<file path="src/rtl/alu_pipe_responder.sv">
`default_nettype none
// +----------------------------------------------------------------------------+
// | Module      : alu_pipe_responder                                           |
// | Description : ALU request responder. Valid/ready request intake, 2-stage   |
// |               compute pipeline, first-word-fall-through result FIFO with   |
// |               credit-based admission so results are never dropped.         |
// | Revision    : 1.0 - initial release                                        |
// +----------------------------------------------------------------------------+
module alu_pipe_responder #(
   parameter int DATA_W    = 32,
   parameter int OUT_DEPTH = 4,
   parameter int CNT_W     = 16
) (
   input  logic              clock,
   input  logic              rst_i,
   input  logic              req_valid_i,
   output logic              req_ready_o,
   input  logic [DATA_W-1:0] dataA_i,
   input  logic [DATA_W-1:0] dataB_i,
   input  logic [2:0]        ALUCtrl_i,
   output logic              rsp_valid_o,
   input  logic              rsp_ready_i,
   output logic [DATA_W-1:0] ALUResult_o,
   output logic              Zero_o,
   output logic              Overflow_o,
   output logic [CNT_W-1:0]  rsp_count_o
);

   localparam int c_ADDR_W = $clog2(OUT_DEPTH);
   localparam int c_CNT_FW = c_ADDR_W + 1;   // FIFO occupancy 0..OUT_DEPTH
   localparam int c_PEND_W = c_ADDR_W + 2;   // occupancy + in-flight + headroom
   localparam int c_MSB    = DATA_W - 1;

   localparam logic [2:0] c_OP_AND = 3'b000;
   localparam logic [2:0] c_OP_OR  = 3'b001;
   localparam logic [2:0] c_OP_ADD = 3'b010;
   localparam logic [2:0] c_OP_XOR = 3'b011;
   localparam logic [2:0] c_OP_NOR = 3'b100;
   localparam logic [2:0] c_OP_SRL = 3'b101;
   localparam logic [2:0] c_OP_SUB = 3'b110;
   localparam logic [2:0] c_OP_SLT = 3'b111;

   // Stage 1: captured request
   logic              r_s1_v;
   logic [DATA_W-1:0] r_s1_a;
   logic [DATA_W-1:0] r_s1_b;
   logic [2:0]        r_s1_op;

   // Stage 2: computed result and flags
   logic              r_s2_v;
   logic [DATA_W-1:0] r_s2_res;
   logic              r_s2_zero;
   logic              r_s2_ovf;

   // Output FIFO; entry layout is {overflow, zero, result}
   logic [DATA_W+1:0]   r_mem [OUT_DEPTH];
   logic [c_ADDR_W-1:0] r_wr_ptr;
   logic [c_ADDR_W-1:0] r_rd_ptr;
   logic [c_CNT_FW-1:0] r_count;
   logic [CNT_W-1:0]    r_rsp_count;

   logic              w_accept;
   logic              w_push;
   logic              w_pop;
   logic              w_full;
   logic [c_PEND_W-1:0] w_pending;
   logic [DATA_W-1:0] w_alu_res;
   logic              w_alu_ovf;
   logic [DATA_W+1:0] w_head;

   assign w_push   = r_s2_v;
   assign w_pop    = rsp_valid_o && rsp_ready_i;
   assign w_full   = (r_count == c_CNT_FW'(OUT_DEPTH));
   assign w_accept = req_valid_i && req_ready_o;

   // Every result already committed to (queued or in the pipe) holds a FIFO slot;
   // a pop this cycle returns its slot immediately so a full FIFO can still accept.
   assign w_pending   = c_PEND_W'(r_count) + c_PEND_W'(r_s1_v) + c_PEND_W'(r_s2_v);
   assign req_ready_o = !rst_i &&
                        (w_pending < (c_PEND_W'(OUT_DEPTH) + c_PEND_W'(w_pop)));

   // ALU datapath operating on stage-1 operands
   always_comb begin
      w_alu_res = '0;
      w_alu_ovf = 1'b0;
      case (r_s1_op)
         c_OP_AND: w_alu_res = r_s1_a & r_s1_b;
         c_OP_OR:  w_alu_res = r_s1_a | r_s1_b;
         c_OP_ADD: begin
            w_alu_res = r_s1_a + r_s1_b;
            w_alu_ovf = (r_s1_a[c_MSB] == r_s1_b[c_MSB]) &&
                        (w_alu_res[c_MSB] != r_s1_a[c_MSB]);
         end
         c_OP_XOR: w_alu_res = r_s1_a ^ r_s1_b;
         c_OP_NOR: w_alu_res = ~(r_s1_a | r_s1_b);
         c_OP_SRL: w_alu_res = r_s1_a >> r_s1_b[4:0];
         c_OP_SUB: begin
            // Subtraction overflows when operand signs differ and the result
            // sign departs from A (equivalent to adding -B).
            w_alu_res = r_s1_a - r_s1_b;
            w_alu_ovf = (r_s1_a[c_MSB] != r_s1_b[c_MSB]) &&
                        (w_alu_res[c_MSB] != r_s1_a[c_MSB]);
         end
         c_OP_SLT: w_alu_res = {{(DATA_W-1){1'b0}},
                                ($signed(r_s1_a) < $signed(r_s1_b))};
         default:  w_alu_res = '0;
      endcase
   end

   // Two-stage pipeline; it never stalls because admission reserved a FIFO slot
   always_ff @(posedge clock or posedge rst_i) begin
      if (rst_i) begin
         r_s1_v    <= 1'b0;
         r_s1_a    <= '0;
         r_s1_b    <= '0;
         r_s1_op   <= '0;
         r_s2_v    <= 1'b0;
         r_s2_res  <= '0;
         r_s2_zero <= 1'b0;
         r_s2_ovf  <= 1'b0;
      end else begin
         r_s1_v <= w_accept;
         if (w_accept) begin
            r_s1_a  <= dataA_i;
            r_s1_b  <= dataB_i;
            r_s1_op <= ALUCtrl_i;
         end
         r_s2_v <= r_s1_v;
         if (r_s1_v) begin
            r_s2_res  <= w_alu_res;
            r_s2_zero <= (w_alu_res == '0);
            r_s2_ovf  <= w_alu_ovf;
         end
      end
   end

   // FIFO storage; contents need no reset since outputs are masked when empty
   always_ff @(posedge clock) begin
      if (w_push) begin
         r_mem[r_wr_ptr] <= {r_s2_ovf, r_s2_zero, r_s2_res};
      end
   end

   // FIFO pointers, occupancy and delivered-response counter
   always_ff @(posedge clock or posedge rst_i) begin
      if (rst_i) begin
         r_wr_ptr    <= '0;
         r_rd_ptr    <= '0;
         r_count     <= '0;
         r_rsp_count <= '0;
      end else begin
         if (w_push) begin
            r_wr_ptr <= r_wr_ptr + c_ADDR_W'(1);
         end
         if (w_pop) begin
            r_rd_ptr    <= r_rd_ptr + c_ADDR_W'(1);
            r_rsp_count <= r_rsp_count + CNT_W'(1);
         end
         case ({w_push, w_pop})
            2'b10:   r_count <= r_count + c_CNT_FW'(1);
            2'b01:   r_count <= r_count - c_CNT_FW'(1);
            default: r_count <= r_count;
         endcase
      end
   end

   assign w_head      = r_mem[r_rd_ptr];
   assign rsp_valid_o = (r_count != '0);
   assign ALUResult_o = rsp_valid_o ? w_head[DATA_W-1:0] : '0;
   assign Zero_o      = rsp_valid_o && w_head[DATA_W];
   assign Overflow_o  = rsp_valid_o && w_head[DATA_W+1];
   assign rsp_count_o = r_rsp_count;

   // Credit accounting must make a push into a full FIFO impossible
   a_no_fifo_overflow : assert property (
      @(posedge clock) disable iff (rst_i) !(w_push && w_full && !w_pop));

endmodule
`default_nettype wire

</file>
<file path="config.mk">
export PLATFORM = sky130hd
export DESIGN_NAME = alu_pipe_responder
export DESIGN_NICKNAME = d
export VERILOG_FILES = /design/src/rtl/alu_pipe_responder.sv
export SDC_FILE = /design/constraint.sdc
export NUM_CORES = 1
export LEC_CHECK = 0
export BUFFER_PORTS_ARGS = -buffer_cell sky130_fd_sc_hd__buf_2
export CORE_MARGIN = 8
export CORE_UTILIZATION = 25
export CTS_CLUSTER_DIAMETER = 120
export DETAILED_ROUTE_END_ITERATION = 10
export HOLD_SLACK_MARGIN = 0.05
export PLACE_DENSITY_LB_ADDON = 0.2
export SYNTH_ARGS = -nofsm -noshare
export SYNTH_HDL_FRONTEND = slang
export SYNTH_SLANG_ARGS = --single-unit
</file>
<file path="constraint.sdc">
create_clock -name clock -period 12.4 [get_ports clock]
set_input_delay 0 -clock clock [delete_from_list [all_inputs] [get_ports clock]]
set_output_delay 0 -clock clock [all_outputs]
set_load 0.03 [all_outputs]
</file>
==> results.ini <==
[synthesis]
synth_top_area_frac=0.228
synth-async-reset-ratio=0.481
synth_area_um2=17900
synth-compound-area-share=0.183
synth_fa_ha_area_frac=0.0786
yosysSeqAreaShare=0.404
synth_nets=1969
postSynthCellCount=1788
synth_edf_count=136
yosysUniqueCellTypes=86
synthFlopType=edfxtp_1
synth_area_leader_cell=edfxtp_1
ys_seq_elements=262
synthTopCellsByArea=edfxtp_1 (23%), dfrtp_1 (18%), mux4_2 (8.6%), ha_1 (7.4%), o21ai_0 (3.9%)
muxShareOfSynthArea=0.123
synth-xor-area-share=0.0205
synth-simple-area-share=0.140
synth_top_family_by_area=compound AO/OA/AOI/OAI gates
synth_warnings=0
avgSynthCellArea_um2=10.0

[die]
fp-row-count=98
die_x_um=284
coreArea_um2=71200
dieHeight_um=284
pin_count=123
start_util=0.251
dieArea_um2=80400

[clock_tree]
tritoncts=yes
cts.repair.resized=0
clk_pin_slew_ns=0.06
cts.sinks=262
h-tree-depth=1
numCtsBuffers=30
clock_path_buffers=3
clk_latency_ns=0.58
root_buffer=clkbuf_16

[sta]
fin_crit_sh=0.435
relSlewSlack=0.225
finalHoldViolCount=0
setup_viol=0
grt_setup_unrepaired=no
tns_ns=0
fmax_ghz=0.185
worstMarginPinSlew_ns=1.13
final-max-slew-violation-count=0
finalCriticalPeriod_ns=5.39
fin_skew_ns=0.0225

[detailed_routing]
viasPerCell=5.26
drc=0
antenna_left=0
wl_per_cell_um=23.7
vias=15200
drt_wl_total_mm=68.7
drtIter0Drc=1396
dr.pass1.iters=8

[finish]
fin_cells=2895
nNetsFinal=2104
area_growth_pct=18.1
final-seq-area_um2=7240
fill_cells=7440
diodes=0
most-common-layout-cells=nand2_1 (177), o21ai_0 (138), edfxtp_1 (136), dfrtp_1 (124), buf_2 (122)
layout.cells.most_common=nand2_1
drive_gt1_frac=0.164
design_area_um2=21100
multi_input_area_um2=9770

[placed_design]
placed_area_um2=19400
gp_congestion=0.905
dp_cells=2771
hpwl_mm=50.9
port_buffers=122

[global_route]
grt.overflow.total=0
antenna_found_initial=0
grt_max_degree=80
grt_pass1_wl_mm=103
grt_pass1_vias=15300
grt.total_usage=0.165

[critical_path]
critical_path_class=flip-flop to flip-flop
cp-end-kind=flip-flop
r2r_start=r_s1_b[0]
reg2reg_slack_ns=7.01
crit_slowest_cell=a2111oi_0
crit_fanout=54
r2r_end=r_s2_zero
crit_required_ns=12.91
startpoint_type=flip-flop
reg2reg_depth=16
cp.arrival_ns=5.90
crit_path_max_incr_delay_ns=0.83
worstPathCellList=buf_4 -> ha_1 -> inv_1 -> fa_1 -> nand2b_1 -> a211oi_1 -> o211ai_1 -> a2111oi_0 -> o21ai_0 -> o21ai_0 -> xnor2_1 -> o221ai_1 -> o22a_1 -> nor3_1 -> nand4_1 -> o2bb2ai_2
crit_top_cell=o21ai_0

[run]
drv_cap=0

[hold_path]
hp-class=input pin to asynchronous set/reset pin

[run_status]
status=finished clean

==> final cells by class <==
| class | count | share of cell area |
|---|---|---|
| Timing Repair Buffer | 222 | 0.0727 |
| Sequential cell | 262 | 0.343 |
| Multi-Input combinational cell | 1298 | 0.462 |
| Inverter | 109 | 0.0197 |
| Tap cell | 950 | 0.0562 |
| Clock buffer | 38 | 0.0374 |
| Clock inverter | 16 | 0.00924 |
==> sequential cells by signal (all words and copies together) (netlist names), 2 cells and up <==
register,flops
r_mem,136
r_s1_op,3
r_wr_ptr,2
r_count,3
r_s1_b,32
r_rd_ptr,2
r_s2_res,32
r_s1_a,32
rsp_count_o,16
==> timing repair <==
item,in CTS,in global routing
setup buffers,0,0
hold buffers,70,0
endpoints found under the hold margin,151,0
==> cell families (layout without fill, tap and decap cells) <==
kind of cell    Yosys count  count (layout)
compound gates          496             496
simple gates            521             521
buf+inv                 228             385
fa+ha+maj               110             110
flops                   262             262
xor+xnor                 42              42
mux                     129             129
==> critical path, delay by kind of cell, from the launching register on <==
| family | cells | cell delay [ns] |
|---|---|---|
| AO/OA/AOI/OAI | 8 | 2.89 |
| AND/OR/NAND/NOR | 3 | 0.50 |
| XOR/XNOR | 1 | 0.15 |
| flip-flops | 1 | 0.34 |
| adder cells (fa/ha/maj) | 2 | 0.73 |
| buffers and inverters | 2 | 0.73 |
==> Yosys cell counts, drive strengths merged, types with 13 or more instances <==
master    n
mux2i    35
nor4     14
mux2     24
o221ai   13
mux4     70
inv     107
buf      20
and2     45
nand2b   18
o31ai    13
dfrtp   126
and3     16
ha      106
edfxtp  136
a21o     18
a31oi    15
nor3     33
clkbuf   99
xnor2    32
nand3    31
o21ai   141
nor2b    15
nand2   178
nor2    116
o211ai   19
nand4    14
a211oi   13
o21bai   13
a21oi   110
==> how the worst max path moves through the flow <==
| stage | startpoint | endpoint |
|---|---|---|
| 2_1_floorplan | r_s1_b[3] | r_s2_zero |
| 3_3_place_gp | r_s1_b[0] | r_s2_zero |
| 3_5_place_dp | r_s1_b[0] | r_s2_zero |
| 4_1_cts | r_s1_b[0] | r_s2_zero |
| 5_1_grt | r_s1_b[0] | r_s2_zero |
| 6_report | r_s1_b[0] | r_s2_zero |
==> per-stage QoR <==
stage,setup slack (ns),utilization,hold slack [ns]
after global placement,7.03,0.273,0.198
final,7.01,0.297,0.0901
after floorplan,8.29,-,0.105
after global routing,6.54,0.297,0.155
after detailed placement,7.01,0.273,0.203
after CTS,6.98,0.297,0.111
==> layer usage <==
metal,track usage,share of wire
met2,0.255,0.44
met5,0,0
met1,0.232,0.46
met3,0.0239,0.059
met4,0.0603,0.040
Power is left out: the tool's default activity adds up to more than one toggle a clock period on the data nets, which glitch-free logic cannot reach.
